<file path="config.mk">
export PLATFORM = sky130hd
export DESIGN_NAME = serial_adder_flat
export DESIGN_NICKNAME = d
export VERILOG_FILES = /design/src/rtl/serial_adder_if.sv /design/src/rtl/serial_adder.sv /design/src/flat_wrapper.sv
export SDC_FILE = /design/constraint.sdc
export NUM_CORES = 1
export LEC_CHECK = 0
export CORE_ASPECT_RATIO = 0.5
export CORE_MARGIN = 5
export CORE_UTILIZATION = 40
export DETAILED_ROUTE_END_ITERATION = 10
export PLACE_DENSITY = 0.66
export REMOVE_ABC_BUFFERS = 1
export SLEW_MARGIN = 20
export SYNTH_ARGS = -nofsm -noshare
export SYNTH_HDL_FRONTEND = slang
export SYNTH_SLANG_ARGS = --single-unit
</file>
<file path="constraint.sdc">
create_clock -name clk -period 1.4 [get_ports clk]
set_input_delay 0.21 -clock clk [delete_from_list [all_inputs] [get_ports clk]]
set_output_delay 0.21 -clock clk [all_outputs]
set_load 0.01 [all_outputs]
</file>
<file path="src/rtl/serial_adder_if.sv">
// serial_adder_if: start/busy/done handshake plus operand and result bus for serial_adder.
// Optional feature macro SERIAL_ADDER_SUB_EN adds the 'sub' request bit.
interface serial_adder_if #(
    parameter int unsigned WIDTH = 8
);
    logic             start;
    logic [WIDTH-1:0] e1;
    logic [WIDTH-1:0] e2;
    logic             cin;
`ifdef SERIAL_ADDER_SUB_EN
    logic             sub;
`endif
    logic             busy;
    logic             done;
    logic [WIDTH-1:0] sum;
    logic             cout;

`ifdef SERIAL_ADDER_SUB_EN
    modport master (output start, e1, e2, cin, sub, input busy, done, sum, cout);
    modport slave  (input start, e1, e2, cin, sub, output busy, done, sum, cout);
`else
    modport master (output start, e1, e2, cin, input busy, done, sum, cout);
    modport slave  (input start, e1, e2, cin, output busy, done, sum, cout);
`endif
endinterface

</file>
<file path="src/rtl/serial_adder.sv">
// serial_adder: multi-cycle adder, DIGIT bits per clock, LSB first, built from a
// ripple of full-adder slices. WIDTH >= 2 and DIGIT must divide WIDTH.
// Optional feature macro SERIAL_ADDER_SUB_EN: 'sub' request computes e1 - e2,
// with cout=1 meaning no borrow.
module serial_adder #(
    parameter int unsigned WIDTH = 8,
    parameter int unsigned DIGIT = 1
) (
    input  logic          clk,
    input  logic          rst,
    serial_adder_if.slave bus
);
    localparam int unsigned N     = WIDTH / DIGIT;
    localparam int unsigned CNT_W = (N > 1) ? $clog2(N) : 1;
    localparam logic [CNT_W-1:0] LAST = CNT_W'(N - 1);

    typedef enum logic [1:0] {
        IDLE = 2'd0,
        RUN  = 2'd1,
        DONE = 2'd2
    } state_t;

    state_t           state;
    logic [WIDTH-1:0] a_sr;
    logic [WIDTH-1:0] b_sr;
    logic [WIDTH-1:0] r_sr;
    logic             carry;
    logic [CNT_W-1:0] cnt;

    logic [DIGIT-1:0] s_digit_c;
    logic             c_out_c;
    logic [WIDTH-1:0] r_next_c;
    logic [WIDTH-1:0] b_load_c;
    logic             c_load_c;

    // Digit adder: chain of DIGIT full-adder slices fed by the carry register.
    always_comb begin
        logic [DIGIT:0] ch;
        ch        = '0;
        ch[0]     = carry;
        s_digit_c = '0;
        for (int i = 0; i < int'(DIGIT); i++) begin
            s_digit_c[i] = a_sr[i] ^ b_sr[i] ^ ch[i];
            ch[i+1]      = (a_sr[i] & b_sr[i]) | (ch[i] & (a_sr[i] ^ b_sr[i]));
        end
        c_out_c  = ch[DIGIT];
        r_next_c = (r_sr >> DIGIT) | (WIDTH'(s_digit_c) << (WIDTH - DIGIT));
    end

    // Operand B and initial carry as loaded on an accepted start.
    always_comb begin
`ifdef SERIAL_ADDER_SUB_EN
        b_load_c = bus.sub ? ~bus.e2 : bus.e2;
        c_load_c = bus.sub ? 1'b1 : bus.cin;
`else
        b_load_c = bus.e2;
        c_load_c = bus.cin;
`endif
    end

    // Control FSM with datapath shift registers and registered handshake outputs.
    always_ff @(posedge clk) begin
        if (rst) begin
            state    <= IDLE;
            a_sr     <= '0;
            b_sr     <= '0;
            r_sr     <= '0;
            carry    <= 1'b0;
            cnt      <= '0;
            bus.busy <= 1'b0;
            bus.done <= 1'b0;
            bus.sum  <= '0;
            bus.cout <= 1'b0;
        end else begin
            bus.done <= 1'b0;
            case (state)
                IDLE: begin
                    if (bus.start) begin
                        a_sr     <= bus.e1;
                        b_sr     <= b_load_c;
                        carry    <= c_load_c;
                        r_sr     <= '0;
                        cnt      <= '0;
                        bus.busy <= 1'b1;
                        state    <= RUN;
                    end
                end
                RUN: begin
                    a_sr  <= a_sr >> DIGIT;
                    b_sr  <= b_sr >> DIGIT;
                    r_sr  <= r_next_c;
                    carry <= c_out_c;
                    cnt   <= cnt + CNT_W'(1);
                    if (cnt == LAST) begin
                        bus.busy <= 1'b0;
                        bus.done <= 1'b1;
                        bus.sum  <= r_next_c;
                        bus.cout <= c_out_c;
                        state    <= DONE;
                    end
                end
                DONE: begin
                    state <= IDLE;
                end
                default: begin
                    state <= IDLE;
                end
            endcase
        end
    end
endmodule
</file>
<file path="src/flat_wrapper.sv">
// flat-port wrapper written by rule: the top's interface ports become plain ports
module serial_adder_flat 
#(
    parameter int unsigned WIDTH = 8,
    parameter int unsigned DIGIT = 1
)
  (clk, rst, bus_start, bus_e1, bus_e2, bus_cin, bus_busy, bus_done, bus_sum, bus_cout);
  serial_adder_if #(.WIDTH(WIDTH)) bus_i ();
  input  logic clk;
  input  logic rst;
  input wire logic [$bits(bus_i.start)-1:0] bus_start;
  input wire logic [$bits(bus_i.e1)-1:0] bus_e1;
  input wire logic [$bits(bus_i.e2)-1:0] bus_e2;
  input wire logic [$bits(bus_i.cin)-1:0] bus_cin;
  output wire logic [$bits(bus_i.busy)-1:0] bus_busy;
  output wire logic [$bits(bus_i.done)-1:0] bus_done;
  output wire logic [$bits(bus_i.sum)-1:0] bus_sum;
  output wire logic [$bits(bus_i.cout)-1:0] bus_cout;
  assign bus_i.start = bus_start;
  assign bus_i.e1 = bus_e1;
  assign bus_i.e2 = bus_e2;
  assign bus_i.cin = bus_cin;
  assign bus_busy = bus_i.busy;
  assign bus_done = bus_i.done;
  assign bus_sum = bus_i.sum;
  assign bus_cout = bus_i.cout;
  serial_adder #(.WIDTH(WIDTH), .DIGIT(DIGIT)) u_core (.clk(clk), .rst(rst), .bus(bus_i));
endmodule
</file>
* Word-level counts from Yosys, hierarchy flattened
Index checks and enable logic that the tools add are counted.
** Word-level totals
- Register bits after elaboration :: 41
- Latch bits :: 0
- RAM bits :: 0
- ROM bits :: 0
- Output and inout bits :: 11
- Word-level logic and storage cells :: 46
- Memories :: 0
** Cells by class
- Add/subtract/negate cells :: 1
- Multiply operators :: 0
- Divide/modulo/power cells :: 0
- Magnitude comparators :: 0
- Equal/unequal tests :: 4
- Shift operators :: 0
- Multiplexer cells :: 17
- Bitwise operators :: 7
- Reduce and logical (&&, ||, !) cells :: 7
** Operators by type and width (count)
- $pmux W8 S2 :: 3
- $mux W8 :: 3
- $or A7 B8 Y8 :: 1
- $pmux W3 S2 :: 1
- $reduce_and A2 Y1 :: 3
- $mux W1 :: 4
- $mux W2 :: 2
- $pmux W1 S2 :: 2
- $pmux W2 S2 :: 1
- $add A3 B1 Y3 const B :: 1
- $eq A3 B3 Y1 const B :: 1
- $mux W3 :: 1
- $reduce_and A3 Y1 :: 1
- $and A1 B1 Y1 :: 2
- $eq A2 B1 Y1 const B :: 1
- $logic_not A2 Y1 :: 1
- $ne A2 B1 Y1 const B :: 1
- $ne A2 B2 Y1 const B :: 1
- $reduce_bool A2 Y1 :: 1
- $reduce_or A2 Y1 :: 1
- $xor A1 B1 Y1 :: 2
- $not A1 Y1 :: 1
- $or A1 B1 Y1 :: 1

* Depth between registers and ports, before layout
Gate-level depths: netlist of the first run.
- Depth in word-level cells :: 4
- Depth in mapped cells :: 6
- Depth with buffers taken out :: 5

* Least setup slack after synthesis of the first run
Ideal clock, no wire load.
- Path kind :: reg-to-reg
- Start :: reg u_core.cnt[0]
- End :: reg u_core.bus.busy
- Data arrival time :: 1276 ps
- Required time :: 1300 ps
- Setup slack :: 24 ps
- Cell stages (with the launch flop) :: 6
- Buffers on the path :: 1
- Cell sequence :: dfxtp_1 ha_1 ha_1 and3b_1 buf_2 a2111oi_4
** On the way
- Word-level cells in the longest chain between the ends :: 3
** Ends and longest elaborated chain
- from (decl) :: RTL line serial_adder.sv:28 : logic [CNT_W-1:0] cnt;
- from (signal assigned) :: RTL line serial_adder.sv:93 : cnt <= cnt + CNT_W'(1);
- $eq A3 B3 Y1 :: RTL line serial_adder.sv:94 : if (cnt == LAST) begin
- $ne A2 B1 Y1 (no source line)
- $reduce_and A3 Y1 (no source line)
- to (signal assigned) :: RTL line serial_adder.sv:70 : bus.busy <= 1'b0;
- to (signal assigned) :: RTL line serial_adder.sv:84 : bus.busy <= 1'b1;
- to (signal assigned) :: RTL line serial_adder.sv:95 : bus.busy <= 1'b0;
- to (decl) :: RTL line serial_adder_if.sv:23 : modport slave (input start, e1, e2, cin, output busy, done, sum, cout);
Every way passes these cells.
A chain may end at the register's enable or synchronous reset.

* Worst setup path in the final report of the first run
- Start :: reg u_core.bus.done
- End :: out bus_done
** RTL lines
- from (decl) :: RTL line serial_adder_if.sv:23
- from (signal assigned) :: RTL line serial_adder.sv:71 : bus.done <= 1'b0;
- from (signal assigned) :: RTL line serial_adder.sv:75 : bus.done <= 1'b0;
- from (signal assigned) :: RTL line serial_adder.sv:96 : bus.done <= 1'b1;
- to (decl) :: RTL line flat_wrapper.sv:16 : output wire logic [$bits(bus_i.done)-1:0] bus_done;
No word-level cell between the ends.

==> impl_metrics.csv, run 1 <==
group,metric,value,unit
timing,finalSetupViolations,0,
timing,period_needed,1.343,ns
synth,ys_warn_count,0,
clock_tree,post_cts_buffers,0,
timing,rsz0062_at_grt,"no",
place,pre_cts_ws,-0.1396,ns
critical_path,reg2regPathDepth,4,
power,powerDensity,1031,nW/um^2
critical_path,path_max_fanout,1,
critical_path,endpoint,"bus_done",
critical_path,end_kind,"output port",
cells_and_area,fin_util,0.5521,
synth,synth_cell_types,25,
synth,synth_area_leaders,"dfxtp_1 48%, mux2i_1 8.9%, a211oi_2 7.4%",
grt,grt_util_met3,0.04130,
place,dp_hpwl,2.181,mm
timing,finalClockSkew,0.005656,ns
clock_tree,cts_tree,"done",
place,numPortBuffers,30,
critical_path,max_stage_delay,0.53,ns
floorplan,die-area,5690,um^2
grt,grtUsageMet2,0.1775,
flow_run,drv_cap,0,
grt,busiest_layer,"met2",
critical_path,crit_chain,"clkdlybuf4s50_1",
power,p_leak,0.9816,nW
clock_tree,htreeDepth,2,
floorplan,start_util,0.4231,
detailed_routing,vias,1262,
detailed_routing,drt-pass1-iter-count,4,
cells_and_area,fin_area,2200,um^2
critical_path,r2r_end,"u_core.bus.busy",
cells_and_area,antenna_cells,0,
run_status,status,"complete, no violations",
critical_path,r2r_start,"u_core.cnt[0]",
grt,met1_usage,0.1507,
critical_path,cp_top_family,"buffers and inverters",
detailed_routing,route.detailed.drc,0,
floorplan,core_area,3984,um^2
timing,fin_ws,0.05747,ns
clock_tree,clkSlewWorstSetupHoldPaths,0.08,ns
grt,antenna_found_initial,0,
clock_tree,cts.path.max_buffers,2,
grt,grt_usage,0.1192,
cells_and_area,drive_gt1_frac,0.1841,
min_path,hp-class,"register to register",
synth,synth.avg_cell_area,10.09,um^2
critical_path,cp_slowest_cell,"clkdlybuf4s50_1",
critical_path,startpoint,"u_core.bus.done",
timing,finalHoldViolCount,0,
cells_and_area,regArea,803.3,um^2
grt,first_global_vias,1157,
clock_tree,clock-root-buffer,"clkbuf_8",
place,gp_congestion,0.7149,
floorplan,boundaryPins,31,
cells_and_area,fin_nets,224,
timing,fmax,0.7449,GHz
timing,maxSlewHeadroom,0.6517,
synth,synth-main-ff-cell,"dfxtp_1",
timing,slew_violations,0,
detailed_routing,via_per_inst,4.949,
critical_path,worstSetupPathType,"register to output port",
place,placed_cell_area,2064,um^2
clock_tree,clock_latency,0.29,ns
synth,seq_area_frac_synth,0.4751,
critical_path,cp.required,1.19,ns
detailed_routing,avgRoutedWirePerCell,12.26,um
critical_path,arrival,1.13,ns
timing,worst_pin_slew,0.5220,ns
clock_tree,cts.sinks,40,
critical_path,cp-start-kind,"register",
detailed_routing,drt-total-wl,3.127,mm
grt,grt-ovfl-total,0,
floorplan,fp.dieH,55.90,um
power,total_power,2.268,mW
grt,grt_max_degree,33,
synth,synth-edff-count,0,
critical_path,regToRegSetupSlack,0.09,ns
cells_and_area,areaGrowthSynthToFinish,30.51,%
synth,async_reset_ff_frac,0,
timing,finalCritPeriodShare,0.9589,
cells_and_area,num-fill-cells,349,
floorplan,rows,16,
synth,syn_inst,167,
floorplan,die_x,101.8,um
synth,synth_area,1685,um^2
cells_and_area,multiInputGateArea,819.5,um^2
detailed_routing,first_iter_violations,40,
detailed_routing,antenna_left,0,
grt,grt_pass1_wl,5.278,mm
clock_tree,numCtsBuffers,5,
critical_path,critical_path_depth,1,
synth,synth_seq_cells,40,
power,ir_drop,0.4440,mV
critical_path,crit_buf_inv,1,
synth,yosysTopAreaCellShare,0.4751,
synth,yosysTopAreaCell,"dfxtp_1",
registers in the layout, summed over array words and instances (netlist names):
| register | cells |
|---|---|
| u_core.r_sr | 7 |
| u_core.b_sr | 8 |
| u_core.state | 2 |
| u_core.cnt | 3 |
| u_core.bus.done | 1 |
| u_core.bus.busy | 1 |
| u_core.a_sr | 8 |
| u_core.carry | 1 |
| u_core.bus.sum | 8 |
| u_core.bus.cout | 1 |
worst min path at each step:
| stage | cells after the start | from | to | slack (ns) |
|---|---|---|---|---|
| floorplan | 1 | rst | u_core.a_sr[4] | 0.27 |
| detailed placement | 2 | u_core.bus.sum[2] | u_core.bus.sum[2] | 0.45 |
| global placement | 2 | u_core.bus.sum[2] | u_core.bus.sum[2] | 0.44 |
| CTS | 2 | u_core.bus.sum[2] | u_core.bus.sum[2] | 0.46 |
| global route | 2 | u_core.bus.sum[2] | u_core.bus.sum[2] | 0.47 |
| finish | 2 | u_core.bus.sum[2] | u_core.bus.sum[2] | 0.45 |
cell usage in the layout (no fill, tap or decap), types with 2 or more instances in the layout:
cell type	count
mux2i_1	15
buf_4	7
a211oi_1	5
clkinv_2	2
a22oi_1	11
dlymetal6s2s_1	9
nor3b_1	2
dfxtp_2	2
a21oi_2	2
clkdlybuf4s50_1	20
inv_1	2
a211oi_2	10
and3b_1	2
nand2_1	18
a21oi_1	8
dfxtp_1	38
clkbuf_8	5
buf_12	2
nor2_1	27
metrics by stage:
step,hold slack [ns],std cells,setup TNS [ns]
after floorplan,0.2746,154,-16.36
after global placement,0.4431,247,-1.637
after detailed placement,0.4462,247,-2.195
after CTS,0.4577,255,0
after global routing,0.4731,255,0
final,0.4512,255,0
worst min-delay path: stages (launching register included):
cell	delay, ns
dfxtp_1	0.31
nand2_1	0.05
a21oi_1	0.05
area by class of cell:
type,instances,area share
Sequential cell,40,0.3652
Timing Repair Buffer,39,0.1883
Tap cell,54,0.03072
Clock inverter,3,0.008532
Inverter,2,0.003413
Clock buffer,5,0.03129
Multi-Input combinational cell,112,0.3726
power breakdown:
| group | leakage [nW] | switching, mW | internal (mW) | total [mW] |
|---|---|---|---|---|
| clock network | 0.0479 | 0.412 | 0.347 | 0.759 |
| registers | 0.328 | 0.0339 | 1.19 | 1.22 |
| logic | 0.606 | 0.132 | 0.153 | 0.285 |
logic make-up (layout without fill, tap and decap cells):
logic type	after synthesis	count (layout)	synth area share
and+or+nand+nor	54	54	0.1448
DFF	40	40	0.4751
AOI/OAI and AO/OA	39	39	0.2042
muxes	15	15	0.08908
buffers and inverters	15	49	0.05271
adders and majority gates	4	4	0.03415
cells in the mapped netlist, types with 2 or more instances:
| master | instances |
|---|---|
| nand2_1 | 18 |
| mux2i_1 | 15 |
| a21oi_1 | 10 |
| nor3b_1 | 2 |
| clkbuf_1 | 2 |
| nor2_1 | 27 |
| inv_1 | 2 |
| a22oi_1 | 11 |
| a211oi_1 | 5 |
| a211oi_2 | 10 |
| dfxtp_1 | 40 |
| and3b_1 | 3 |
| buf_4 | 3 |
| buf_6 | 2 |
| ha_1 | 3 |
| buf_2 | 5 |
layer usage:
metal / share of wire / up-vias / wire, um
met5: 0 / - / 0
met4: 0.013 / 0 / 42
met3: 0.045 / 4 / 141
met2: 0.45 / 22 / 1404
met1: 0.49 / 583 / 1539
li1: - / 653 / -
what timing repair did:
action | CTS | global route
gates cloned | 0 | 0
hold buffers | 0 | 0
resized for setup | 3 | 15
endpoints found under the setup margin | 8 | 22
(Power assumes the default switching activity.)
==> run 2: changes to the inputs <==
--- a/config.mk
+++ b/config.mk
@@ -7,9 +7,9 @@
 export LEC_CHECK = 0
 export CORE_ASPECT_RATIO = 0.5
 export CORE_MARGIN = 5
-export CORE_UTILIZATION = 40
+export CORE_UTILIZATION = 46
 export DETAILED_ROUTE_END_ITERATION = 10
-export PLACE_DENSITY = 0.66
+export PLACE_DENSITY = 0.74
 export REMOVE_ABC_BUFFERS = 1
 export SLEW_MARGIN = 20
 export SYNTH_ARGS = -nofsm -noshare
==> run 2 against run 1 <==
Effect of this change:
- setup slack got worse by 0.015 ns
- via count increased by 1.7%
- largest cell class unchanged
- die area fell by 11%
- final area increased by 1.5%
- combinational power grew 5%
- highest routed layer unchanged
- register-to-register slack hardly changed
- sequential power about the same
==> impl_metrics.csv, run 2 (synthesis gave the netlist of run 1 again) <==
group,metric,value,unit
run_status,status,"complete, no violations",
cells_and_area,num-fill-cells,283,
place,gp_congestion,0.7236,
timing,maxSlewHeadroom,0.6214,
timing,worst_pin_slew,0.5676,ns
grt,grt-ovfl-total,0,
min_path,hp-class,"register to register",
clock_tree,clock_latency,0.29,ns
power,powerDensity,1097,nW/um^2
clock_tree,cts.path.max_buffers,2,
critical_path,crit_buf_inv,1,
clock_tree,hold_buffers,0,
timing,finalHoldViolCount,0,
grt,grt_usage,0.1428,
cells_and_area,fin_area,2232,um^2
timing,slew_violations,0,
critical_path,crit_chain,"clkdlybuf4s50_1",
grt,antenna_found_initial,0,
cells_and_area,reg_top3,"u_core.a_sr (8), u_core.b_sr (8), u_core.bus.sum (8)",
detailed_routing,route.detailed.drc,0,
detailed_routing,drt-pass1-iter-count,4,
cells_and_area,antenna_cells,0,
place,numPortBuffers,30,
critical_path,worstSetupPathType,"register to output port",
floorplan,rows,15,
critical_path,cp.required,1.19,ns
timing,finalSetupViolations,0,
detailed_routing,antenna_left,0,
clock_tree,post_cts_buffers,0,
clock_tree,cts.sinks,40,
timing,fmax,0.7366,GHz
place,pre_cts_ws,-0.1706,ns
place,placed_cell_area,2073,um^2
critical_path,end_kind,"output port",
critical_path,arrival,1.15,ns
clock_tree,clock-root-buffer,"clkbuf_8",
place,dp_hpwl,2.319,mm
clock_tree,cts_tree,"done",
grt,grt_max_degree,30,
timing,finalCritPeriodShare,0.9697,
cells_and_area,final_common_cell,"dfxtp_1",
critical_path,max_stage_delay,0.53,ns
clock_tree,clkSlewWorstSetupHoldPaths,0.08,ns
clock_tree,numCtsBuffers,5,
timing,fin_ws,0.04248,ns
cells_and_area,final_cell_mix,"37 x dfxtp_1, 27 x nor2_1, 21 x clkdlybuf4s50_1",
power,p_leak,0.9766,nW
critical_path,path_max_fanout,2,
floorplan,fp.dieH,52.80,um
flow_run,drv_cap,0,
critical_path,cp_top_family,"buffers and inverters",
timing,period_needed,1.358,ns
detailed_routing,via_per_inst,5.095,
floorplan,start_util,0.4854,
timing,finalClockSkew,0.004953,ns
critical_path,cp-start-kind,"register",
critical_path,cp_slowest_cell,"clkdlybuf4s50_1",
floorplan,die-area,5048,um^2
floorplan,core_area,3472,um^2
cells_and_area,drive_gt1_frac,0.1891,
floorplan,die_x,95.60,um
grt,grt_pass1_wl,5.520,mm
cells_and_area,areaGrowthSynthToFinish,32.44,%
detailed_routing,drt-total-wl,3.315,mm
power,ir_drop,0.5508,mV
cells_and_area,fin_nets,224,
clock_tree,htreeDepth,2,
floorplan,boundaryPins,31,
detailed_routing,vias,1284,
detailed_routing,avgRoutedWirePerCell,13.15,um
detailed_routing,first_iter_violations,60,
grt,first_global_vias,1216,
-- run 2: timing repair --
item                       4_1_cts  5_1_grt
gates resized for setup          4       14
setup endpoints to repair       12       19
pin swaps                        0        0
-- run 2: per-layer routing --
metal | track usage | wire (um) | vias to the layer above
li1 | - | - | 654
met1 | 0.1706 | 1534 | 597
met2 | 0.2371 | 1572 | 26
met3 | 0.04735 | 147 | 7
met4 | 0.05896 | 60 | 0
met5 | 0 | 0 | -
-- run 2: through the flow --
step	util	std cells	hold slack, ns	total power, mW	setup TNS [ns]
floorplan	-	154	0.2746	1.404	-16.36
global placement	0.5971	244	0.4410	1.536	-0.7088
detailed placement	0.5971	244	0.4453	1.550	-2.733
CTS	0.6303	252	0.4560	2.472	0
global route	0.6429	252	0.4712	2.559	-0.004404
finish	0.6429	252	0.4502	2.449	0
-- run 2: cell type report --
type                    count  area (um^2)  area share
clock buffers               5        68.82     0.03083
repair buffers             39        424.2      0.1900
inverters                   2        7.507    0.003363
flip-flops and latches     40        804.5      0.3604
multi-input cells         112        820.8      0.3677
well taps                  51        63.81     0.02859
clock inverters             3        42.54     0.01906
-- run 2: report_power, final --
group | switching (mW) | internal, mW
clock | 0.398 | 0.527
combinational | 0.139 | 0.159
sequential | 0.0356 | 1.19
total | 0.573 | 1.88
-- run 2: worst paths after layout --
check | start | cells after the start | slack [ns] | end
worst max-delay path | u_core.bus.sum[1] | 1 | 0.04 | bus_sum[1]
worst min-delay path | u_core.bus.sum[0] | 2 | 0.45 | u_core.bus.sum[0]
worst max register to register | u_core.cnt[0] | 6 | 0.09 | u_core.bus.sum[4]
worst min register to register | u_core.bus.sum[0] | 2 | 0.45 | u_core.bus.sum[0]
==> run 3: changes to the inputs <==
--- a/config.mk
+++ b/config.mk
@@ -5,6 +5,7 @@
 export SDC_FILE = /design/constraint.sdc
 export NUM_CORES = 1
 export LEC_CHECK = 0
+export CAP_MARGIN = 0
 export CORE_ASPECT_RATIO = 0.5
 export CORE_MARGIN = 5
 export CORE_UTILIZATION = 46
==> results of run 3 <==
Same layout as run 2: the final DEF is identical, and so are final timing and power.
==> variant: new RTL, settings of run 3 <==
The 3 states of `state_t` get a one-hot encoding in 3 bits.
--- a/src/rtl/serial_adder.sv
+++ b/src/rtl/serial_adder.sv
@@ -14,10 +14,10 @@
     localparam int unsigned CNT_W = (N > 1) ? $clog2(N) : 1;
     localparam logic [CNT_W-1:0] LAST = CNT_W'(N - 1);
 
-    typedef enum logic [1:0] {
-        IDLE = 2'd0,
-        RUN  = 2'd1,
-        DONE = 2'd2
+    typedef enum logic [2:0] {
+        IDLE = 3'b001,
+        RUN  = 3'b010,
+        DONE = 3'b100
     } state_t;
 
     state_t           state;
Formal check against the unedited RTL: same outputs for any inputs over 10 cycles, from zero or initial values and one cycle with rst high; not proved beyond that.
==> variant against run 3 <==
Power down 3.8%. Largest power group unchanged. Routed wire length grew 13%. Sequential cell count increased by 1. Via count grew 9.6%. Design area grew 0.45%. Count of clock-buffer cells in the layout is 1 higher. Critical endpoint is now bus_done. Area after synthesis shrank 1.9%. Utilization rose by 0.64 points. Worst setup slack gained 0.012 ns.
==> variant: results (changes against run 3) <==
CTS H-tree depth 2 (unchanged); asr flop ratio synth 0 (unchanged); initial antenna violation count 0 (unchanged); status completed; Fin. Hold Viols 0 (unchanged); Worst Tran Pin Value 0.318 ns (-0.250 ns); CP top delay family buffers and inverters; Max Used Layer met4; Sw Ratio 0.246 (+0.0124); TritonCTS buffer count 5 (unchanged); setup violators final 0 (unchanged); met2 routed WL 1840 µm (+17%); Synth area leaders dfxtp_1 50%, nor2_1 5.7%, a22o_2 4.8%; post-synthesis cell type count 32 (+28%); first-pass GRT wire length 6120 µm (+11%); M1 WL 1690 µm (+10%); initial drt markers 37 (-38%); Pre-antenna DRT Iters 4 (unchanged); clock buffer depth 2 (unchanged); count of pins over their slew limit 0 (unchanged); Leakage 0.000996 µW (+1.9%); max incr delay on CP 0.53 ns (about the same); Final #Nets 240 (+7.1%); Max VDD drop 612 µV (+11%); Arr. time, crit path 1.14 ns; Post-synth top cells 41 x dfxtp_1, 25 x nor2_1, 20 x nand2_1; largest net degree at the start of global routing 22 (-27%); worst-skew pair later-pin latency 0.29 ns (about the same); Placement Cell Area 2030 µm² (-2.1%); number of global-route vias before repair 1346 (+11%); met3 routed WL 172 µm (+17%); worst reg-to-reg setup slack 0.08 ns; HP Class register to register; GPL Wtd Cong 0.782 (+8.0%); DP Wirelength 2530 µm (+9.2%); post-synthesis sequential area ratio 0.497 (+0.0215); IO Port Bufs 30 (unchanged); CP max-delay cell clkdlybuf4s50_1; n_diodes 0 (unchanged); DR vias/cell 5.27 (+3.4%); Clock Skew 0.00616 ns (+0.00121 ns); layout cells sized above 1 0.222 (+0.0332); gr usage total 0.161 (+0.0185); clk slew on worst S/H paths 0.08 ns (about the same); WL/cell 14.0 µm (+6.5%); CP Max Fanout 1 (-1); yosys warns 0 (unchanged); root buffer cell clkbuf_8; worst hold slack 0.452 ns (+0.00220 ns); biggest regs u_core.a_sr (8), u_core.b_sr (8), u_core.bus.sum (8)
-- variant: repair_timing --
action,in CTS,in global routing
gates cloned,0,1
pin swaps,0,3
resized for setup,2,27
setup endpoints to repair,4,47
buffers inserted,0,1
-- variant: per-stage QoR --
step,cells,worst slack (ns),setup TNS [ns]
2_1_floorplan,163,-0.250,-2.26
3_3_place_gp,258,-0.140,-2.25
3_5_place_dp,258,-0.212,-3.44
4_1_cts,265,-0.00154,-0.00244
5_1_grt,267,-0.0170,-0.0326
6_report,267,0.0547,0
-- variant: layout make-up --
class | instances | area [µm²]
multi-input combinational | 121 | 800
tap | 51 | 63.8
timing repair buffer | 46 | 455
clock inverter | 1 | 7.51
inverter | 1 | 3.75
fill | 303 | 1210
clock buffer | 6 | 82.6
sequential | 41 | 830
-- variant: cell families after synthesis --
logic type                 synth area share
adders and majority gates            0.0348
and+or+nand+nor                       0.279
AOI/OAI and AO/OA                     0.125
buffers and inverters                0.0583
DFF                                   0.497
muxes                               0.00681
-- variant: power by group through the flow --
stage                     logic (µW)  clock network, µW  registers (µW)
final                            300                791            1270
after global routing             333                878            1270
after CTS                        278                803            1260
after detailed placement         275                  0            1290
after global placement           267                  0            1290
after floorplan                  142                  0            1280
-- variant: routing by layer --
| layer | vias to the layer above | global-route usage |
|---|---|---|
| li1 | 700 | - |
| met2 | 30 | 0.266 |
| met4 | 0 | 0.0574 |
| met5 | - | 0 |
| met1 | 671 | 0.204 |
| met3 | 6 | 0.0445 |
-- variant: worst paths after layout --
check	depth (start not counted)	end	startpoint
worst max-delay path	1	bus_done	u_core.bus.done
worst min-delay path	2	u_core.bus.sum[0]	u_core.bus.sum[0]
worst max register to register	4	u_core.cnt[0]	u_core.state[1]
worst min register to register	2	u_core.bus.sum[0]	u_core.bus.sum[0]
